### src/rtl/ghr_checkpoint.sv
// Speculative global-history register with an in-order checkpoint queue for misprediction recovery.
// Optional flush performance counter enabled by defining GHR_PERF_CNT_EN.
module ghr_checkpoint #(
    parameter int unsigned HIST_width = 14,
    parameter int unsigned DEPTH      = 8,
    parameter int unsigned TAG_width  = $clog2(DEPTH)
) (
    input  logic                  clk,
    input  logic                  rstn,
    input  logic                  pred_valid,
    input  logic                  pred_taken,
    output logic                  pred_ready,
    output logic [TAG_width-1:0]  pred_tag,
    output logic [HIST_width-1:0] ghr,
    input  logic                  cmt_valid,
    input  logic                  flush_valid,
    input  logic [TAG_width-1:0]  flush_tag,
    input  logic                  flush_taken,
    output logic [TAG_width:0]    count,
    output logic [31:0]           flush_cnt
);

    localparam int unsigned PTR_W = TAG_width + 1;

    logic [PTR_W-1:0]      head;
    logic [PTR_W-1:0]      tail;
    logic [PTR_W-1:0]      head_d;
    logic [PTR_W-1:0]      tail_d;
    logic [PTR_W-1:0]      count_d;
    logic                  ready_d;
    logic [HIST_width-1:0] ghr_d;
    logic [TAG_width-1:0]  flush_off;
    logic                  pred_accept;
    logic                  cmt_accept;
    logic [HIST_width-1:0] ckpt [DEPTH];

    // count register always mirrors tail - head, so it doubles as the occupancy.
    always_comb begin
        head_d      = head;
        tail_d      = tail;
        ghr_d       = ghr;
        pred_accept = pred_valid & pred_ready & ~flush_valid;
        cmt_accept  = cmt_valid & (count != '0);
        flush_off   = flush_tag - head[TAG_width-1:0];

        if (cmt_accept) begin
            head_d = head + PTR_W'(1);
        end

        // Flush rebuilds tail from head so the wrap bit is correct; the flushed entry is kept.
        if (flush_valid) begin
            ghr_d  = {ckpt[flush_tag][HIST_width-2:0], flush_taken};
            tail_d = head + PTR_W'(flush_off) + PTR_W'(1);
        end else if (pred_accept) begin
            ghr_d  = {ghr[HIST_width-2:0], pred_taken};
            tail_d = tail + PTR_W'(1);
        end

        count_d = tail_d - head_d;
        ready_d = (count_d != PTR_W'(DEPTH));
    end

    always_ff @(posedge clk) begin
        if (!rstn) begin
            head       <= '0;
            tail       <= '0;
            ghr        <= '0;
            count      <= '0;
            pred_ready <= 1'b1;
        end else begin
            head       <= head_d;
            tail       <= tail_d;
            ghr        <= ghr_d;
            count      <= count_d;
            pred_ready <= ready_d;
        end
    end

    // Checkpoint storage needs no reset; entries are only read inside the occupied window.
    always_ff @(posedge clk) begin
        if (rstn && pred_accept) begin
            ckpt[tail[TAG_width-1:0]] <= ghr;
        end
    end

    assign pred_tag = tail[TAG_width-1:0];

`ifdef GHR_PERF_CNT_EN
    always_ff @(posedge clk) begin
        if (!rstn) begin
            flush_cnt <= '0;
        end else if (flush_valid) begin
            flush_cnt <= flush_cnt + 32'd1;
        end
    end
`else
    assign flush_cnt = '0;
`endif

endmodule

### config.mk
export PLATFORM = sky130hd
export DESIGN_NAME = ghr_checkpoint
export DESIGN_NICKNAME = d
export VERILOG_FILES = /design/src/rtl/ghr_checkpoint.sv
export SDC_FILE = /design/constraint.sdc
export NUM_CORES = 1
export LEC_CHECK = 0
export CORE_UTILIZATION = 30
export CTS_CLUSTER_DIAMETER = 100
export DETAILED_ROUTE_END_ITERATION = 10
export DONT_BUFFER_PORTS = 1
export PLACE_DENSITY_LB_ADDON = 0.12
export SLEW_MARGIN = 25
export SYNTH_ARGS = -nofsm -noshare
export SYNTH_HDL_FRONTEND = slang
export SYNTH_SLANG_ARGS = --single-unit
### constraint.sdc
create_clock -name clk -period 4.6 [get_ports clk]
set_input_delay 0.92 -clock clk [delete_from_list [all_inputs] [get_ports clk]]
set_output_delay 0.92 -clock clk [all_outputs]
set_load 0.01 [all_outputs]
* After elaboration in Yosys (flattened, before gate mapping)
Memory sizes are Yosys's and may differ from the RTL's.
Index checks and enable logic that the tools add are counted.
** Storage, ports and cells
- Register bits after elaboration :: 27
- Bits in latches :: 0
- RAM bits :: 112
- Bits in read-only memories :: 0
- Memories kept :: 1
** Operators by class
- Add/subtract/negate cells :: 6
- $mul :: 0
- Div/mod/pow operators :: 0
- $lt $le $gt $ge :: 0
- Eq/ne operators :: 1
- Shift operators :: 0
- Muxes and demuxes :: 7
- Bitwise logic cells :: 4
- Reductions and logical operators :: 3
** Memory list
- ckpt :: depth 8, bits a word 14, rd ports 1, clocked after Yosys merged registers in 0, write ports 1, RTL line 35 : logic [HIST_width-1:0] ckpt [DEPTH];
** Operators by type and width (count)
- $mux W14 :: 2
- $add A4 B1 Y4 const B :: 3
- $mux W4 :: 3
- $add A4 B3 Y4 :: 1
- $ne A4 B4 Y1 const B :: 1
- $reduce_bool A4 Y1 :: 1
- $sub A4 B4 Y4 :: 1
- $and A1 B1 Y1 :: 3
- $sub A3 B3 Y3 :: 1
- $mux W1 :: 2
- $reduce_bool A2 Y1 :: 1
- $logic_and A1 B1 Y1 :: 1
- $not A1 Y1 :: 1

* Depth between registers and ports, before layout
Gate-level depths: netlist of the first run.
- Word-level depth :: 6
- Depth in mapped cells :: 17
- Depth with buffers taken out :: 15

* Worst setup path before layout of the first run
OpenSTA, ideal clock, no wires.
- Path type :: input to register
- Start :: input port flush_tag[0]
- End :: register count[3]
- Library setup time :: 121 ps
- Data arrival time :: 4039 ps
- Required time :: 4479 ps
- Path slack :: 440 ps
- Stages :: 14
- Path buffers :: 2
- Path through :: buf_2 > buf_4 > inv_1 > ha_1 > inv_1 > fa_1 > fa_1 > a21oi_1 > inv_1 > ha_1 > a21o_1 > a21oi_1 > xnor2_1 > mux2_4
** On the way
- Longest elaborated chain between the ends :: 5
** RTL lines
- start, declared :: RTL line 17 : input logic [TAG_width-1:0] flush_tag,
- $sub A3 B3 Y3 :: RTL line 44 : flush_off = flush_tag - head[TAG_width-1:0];
- $add A4 B3 Y4 :: RTL line 53 : tail_d = head + PTR_W'(flush_off) + PTR_W'(1);
- $add A4 B1 Y4 :: RTL line 53
- $mux W4 :: RTL line 51 : if (flush_valid) begin
- via tail_d[1] :: RTL line 28 : logic [PTR_W-1:0] tail_d;
- $sub A4 B4 Y4 :: RTL line 59 : count_d = tail_d - head_d;
- end signal, assigned :: RTL line 74 : count <= count_d;
- end, declared :: RTL line 19 : output logic [TAG_width:0] count,
The timed path passes the listed nets, and every way through them passes these cells.
A chain may end at the register's enable or synchronous reset.

* Final worst setup path of the first run
Same ends and word-level chain as after synthesis.

==> out/summary.txt, run 1 <==
Max-cap viol count = 0
Synth Flop Type = edfxtp_1
Outcome = finished, final reports clean
Antenna violations before repair = 0
Mux contribution to synthesized area = 0.158
CP Class = input pin to flip-flop
Compound-Gate Fraction of Synth Area = 0.0404
XOR/XNOR Fraction of Synth Area = 0.0180
DR vias = 2773
Net Sw Frac = 0.251
Slew margin rel. = 0.663
Post-Syn Instances = 353
Die Y-Extent = 141 um
Hold path startpoint = rstn
Drt drc = 0
Worst-path clk slew = 0.06 ns
Leak pwr = 0.00239 uW
Post-synthesis adder-cell area fraction = 0.0300
All-Layer GR Usage = 0.131
Final setup viols = 0
Crit-path max FO = 27
Async SR Flop Fraction = 0
Final wirelength = 11800 um
Clock buffer count from CTS = 17
Crit path arrival time = 3.75 ns
Share of layout cells above drive strength 1 = 0.230
Hold WS = 0.631 ns
Slew at the pin closest to its max-slew limit = 0.505 ns
Unrepaired setup endpoints after global routing = false
Clock Latency Late Sink = 0.41 ns
Io pins = 64
I/O Buffers = 0
Clk pwr share = 0.405
Fin Clk Skew = 0.00608 ns
Core box area = 18800 um2
F_max = 290 MHz
RePlAce Congestion = 0.726
CTS max path bufs = 2
Yosys reg bits = 131
Drt via density = 4.56
Tcrit/Tclk final = 0.748
Final min period = 3.44 ns
Pin count of the biggest net entering global routing = 39
Final setup TNS = 0 ns
Grt ovf = 0
Pwr Density = 503 nW/um2
Worst vdd rail ir drop = 0.000275 V
Synthesized cell area = 5760 um2
HPWL Detailed = 6680 um
Post-CTS resize count = 0
CTS tree = built
DIE WIDTH = 141 um
Final Hold Vio Count = 0
Most frequent cells in the layout = 104 x edfxtp_1, 32 x conb_1, 27 x dfxtp_1
Min-Delay Path Class = input pin to flip-flop
Wire per inst = 19.4 um
Row count = 50
Vias in the first global route = 2899
Setup bufs post-CTS = 0
Sequential power share = 0.454
Comb pwr share = 0.142
Switch Pwr = 819 uW
Mean Syn Cell Area = 16.3 um2
Post-synthesis simple-gate area fraction = 0.0517
Critical R2R Launch = head[0]
Main combinational cell family by area after synthesis = multiplexers
Required time of the critical path = 4.90 ns
Initial Util = 0.307
Final number of max-transition violations = 0
Clk sinks = 131
Worst setup EP type = flip-flop
Register area share after synthesis = 0.636
Leading cell type in the layout, fill and taps excluded = edfxtp_1
Synth unique cells = 42
Internal = 2440 uW
Die Area = 19800 um2
First-pass GRT wire length = 18300 um
# nets final = 383
Layout area overhead = 12.5%
ANT cells = 0
Antenna-violating nets left = 0
First-pass iteration count of the detailed router = 4
EDFF count, synth = 104
Syn. warnings = 0
H-Tree Depth = 4
CP Launch Type = input pin
Starting DRT DRC Count = 124
Worst Setup SP = flush_tag[0]
Post-CTS Hold Buffers = 0
Root Buffer = clkbuf_16
## power groups by stage
| stage | logic [uW] | clock network, uW | registers [uW] |
|---|---|---|---|
| 5_1_grt | 529 | 1410 | 1490 |
| 6_report | 462 | 1320 | 1480 |
| 3_3_place_gp | 462 | 0 | 1510 |
| 3_5_place_dp | 469 | 0 | 1510 |
| 4_1_cts | 472 | 1350 | 1480 |
| 2_1_floorplan | 428 | 0 | 1470 |
## final timing paths
check	endpoint	slack [ns]	depth (start not counted)
worst max-delay path	count[3]	1.16	12
worst min-delay path	head[0]	0.63	1
worst max register to register	count[3]	1.19	11
worst min register to register	ckpt[0][12]	0.65	0
## final cells by class
cell class              count  area, um2
repair buffers              9       67.6
inverters                   9       33.8
flip-flops and latches    131       3660
multi-input cells         193       1840
fillers                  1762      12300
clock buffers              19        433
well taps                 234        293
clock inverters            13        141
## synth_stat cells, drive strengths merged, types with 5 or more instances
cell,number,area (um2)
edfxtp,104,3120
a21oi,5,25.0
ha,9,113
mux4,26,586
mux2i,16,160
mux2,14,161
clkbuf,8,30.0
nor2b,6,37.5
inv,9,33.8
nand2,19,73.8
o211a,13,130
nor2,8,32.5
buf,43,313
xnor2,7,68.8
dfxtp,27,541
## registers in the layout, summed over array words and instances, names as in the netlist
register / cells
pred_ready: 1
head: 4
ghr: 14
ckpt: 104
count: 4
tail: 4
## layer usage
metal,GRT usage,part of all wire,up-vias
met5,0,0,-
met4,0.0549,0.014,0
met3,0.0352,0.036,14
met2,0.219,0.50,58
met1,0.160,0.45,1421
li1,-,-,1280
## metrics by stage
step           instances   util  worst slack [ns]  power [uW]  cell area, um2
3_3_place_gp         576  0.314             0.817        1970            5900
4_1_cts              608  0.345              1.18        3310            6480
2_1_floorplan        384      -             0.440        1890            5870
5_1_grt              608  0.345             0.927        3440            6480
6_report             608  0.345              1.16        3260            6480
3_5_place_dp         576  0.314             0.753        1980            5900
## cell families (layout without fill, tap and decap cells)
group / Yosys count / in the layout
fa+ha+maj: 12 / 12
mux: 56 / 56
compound gates: 27 / 27
other cells: 1 / 32
flops: 131 / 131
buf+inv: 60 / 50
xor+xnor: 11 / 11
simple gates: 55 / 55
## critical path, cell delays in order
cell and delay [ns]:
inv_1 0.07, ha_1 0.15, inv_1 0.05, fa_1 0.54, fa_1 0.43, a21oi_1 0.31, inv_1 0.09, ha_1 0.29
a21o_1 0.17, a21oi_1 0.18, xnor2_1 0.22, mux2_4 0.33
(Power assumes the default switching activity.)
==> inputs of run 2 (changes only) <==
==> constraint.sdc (replaced) <==
create_clock -name clk -period 3.41 [get_ports clk]
set_input_delay 0.682 -clock clk [delete_from_list [all_inputs] [get_ports clk]]
set_output_delay 0.682 -clock clk [all_outputs]
set_load 0.01 [all_outputs]
==> out/summary.txt, run 2 (synthesis results as in run 1) <==
Outcome = finished, final reports clean
Max-cap viol count = 0
RePlAce Congestion = 0.712
Final wirelength = 12200 um
Worst vdd rail ir drop = 0.000346 V
Grt ovf = 0
Worst-path clk slew = 0.06 ns
Leading cell type in the layout, fill and taps excluded = edfxtp_1
Top Family by Delay on Critical Path = adder cells
Final Hold Vio Count = 0
Final instance area = 6470 um2
Final number of max-transition violations = 0
I/O Buffers = 0
Clock buffer count from CTS = 17
Required time of the critical path = 3.71 ns
DIE WIDTH = 141 um
Setup bufs post-CTS = 0
Die Area = 19800 um2
First-pass iteration count of the detailed router = 4
Crit-path slowest cell = fa_1
Total power = 4240 uW
Io pins = 64
Hold WS = 0.392 ns
Root Buffer = clkbuf_16
DR vias = 2874
CTS tree = built
Final setup viols = 0
Starting DRT DRC Count = 135
Tcrit/Tclk final = 0.890
Post-CTS Hold Buffers = 0
Clk sinks = 131
Final-layout fill cell count = 1789
Wire per inst = 19.9 um
CP Cell Sequence = ha_4, inv_2, fa_1, xor2_1, xnor2_1, ha_1, xor2_1, nand2_1, o21ai_0, ha_1, a21oi_2, xnor2_2, mux2_4
Crit-path max FO = 3
HPWL Detailed = 6920 um
Antenna violations before repair = 0
H-Tree Depth = 4
Critical path's largest stage delay = 0.42 ns
Drt via density = 4.70
Max FFs per register = 104
Min-Delay Path Class = input pin to flip-flop
Vias in the first global route = 3026
Crit path arrival time = 3.34 ns
CTS max path bufs = 2
Core box area = 18800 um2
Initial Util = 0.307
First-pass GRT wire length = 18700 um
CP bufs+invs = 1
ANT cells = 0
Worst setup EP type = flip-flop
Final setup TNS = 0 ns
Flop-to-flop setup slack = 0.38 ns
CP Class = flip-flop to flip-flop
Drt drc = 0
F_max = 330 MHz
Antenna-violating nets left = 0
Pin count of the biggest net entering global routing = 39
CP Launch Type = flip-flop
Clock Latency Late Sink = 0.42 ns
Most frequent cells in the layout = 104 x edfxtp_1, 32 x conb_1, 27 x dfxtp_1
Die Y-Extent = 141 um
Post-CTS resize count = 0
Fin Clk Skew = 0.0107 ns
Unrepaired setup endpoints after global routing = false
Pwr Density = 655 nW/um2
Fin util = 0.345
Share of layout cells above drive strength 1 = 0.254
Layout area overhead = 12.4%
Final min period = 3.03 ns
Row count = 50
Post-Place Cell Area = 5960 um2
Leak pwr = 0.00239 uW
# nets final = 387
All-Layer GR Usage = 0.135
## run 2: path summary, 6_finish.rpt
path         cells past startpoint    endpoint    start
max                             13    count[3]  head[0]
min                              1     head[0]     rstn
max reg2reg                     13    count[3]  head[0]
min reg2reg                      0  ckpt[6][5]   ghr[5]
## run 2: power by group
group          internal (uW)  switching, uW
logic                    353            335
registers               1840            139
clock network            920            646
## run 2: final cells by class
| type | count | area (um2) | area share |
|---|---|---|---|
| Sequential cell | 131 | 3660 | 0.566 |
| Multi-Input combinational cell | 193 | 1870 | 0.289 |
| Clock buffer | 22 | 444 | 0.0686 |
| Tap cell | 234 | 293 | 0.0452 |
| Timing Repair Buffer | 13 | 97.6 | 0.0151 |
| Clock inverter | 10 | 62.6 | 0.00967 |
| Inverter | 9 | 38.8 | 0.00599 |
## run 2: metal layers
layer  wire [um]  vias up  share of wire  global-route usage
li1            -     1288              -                   -
met1        5700     1511           0.47               0.170
met2        5920       63           0.49               0.216
met3         430       12          0.035              0.0496
met4         122        0          0.010              0.0441
met5           0        -              0                   0
## run 2: per-stage QoR
| step | setup WS [ns] | cells |
|---|---|---|
| 2_1_floorplan | -0.147 | 384 |
| 3_5_place_dp | 0.0215 | 580 |
| 3_3_place_gp | 0.0767 | 580 |
| 5_1_grt | 0.247 | 612 |
| 4_1_cts | 0.362 | 612 |
| 6_report | 0.376 | 612 |
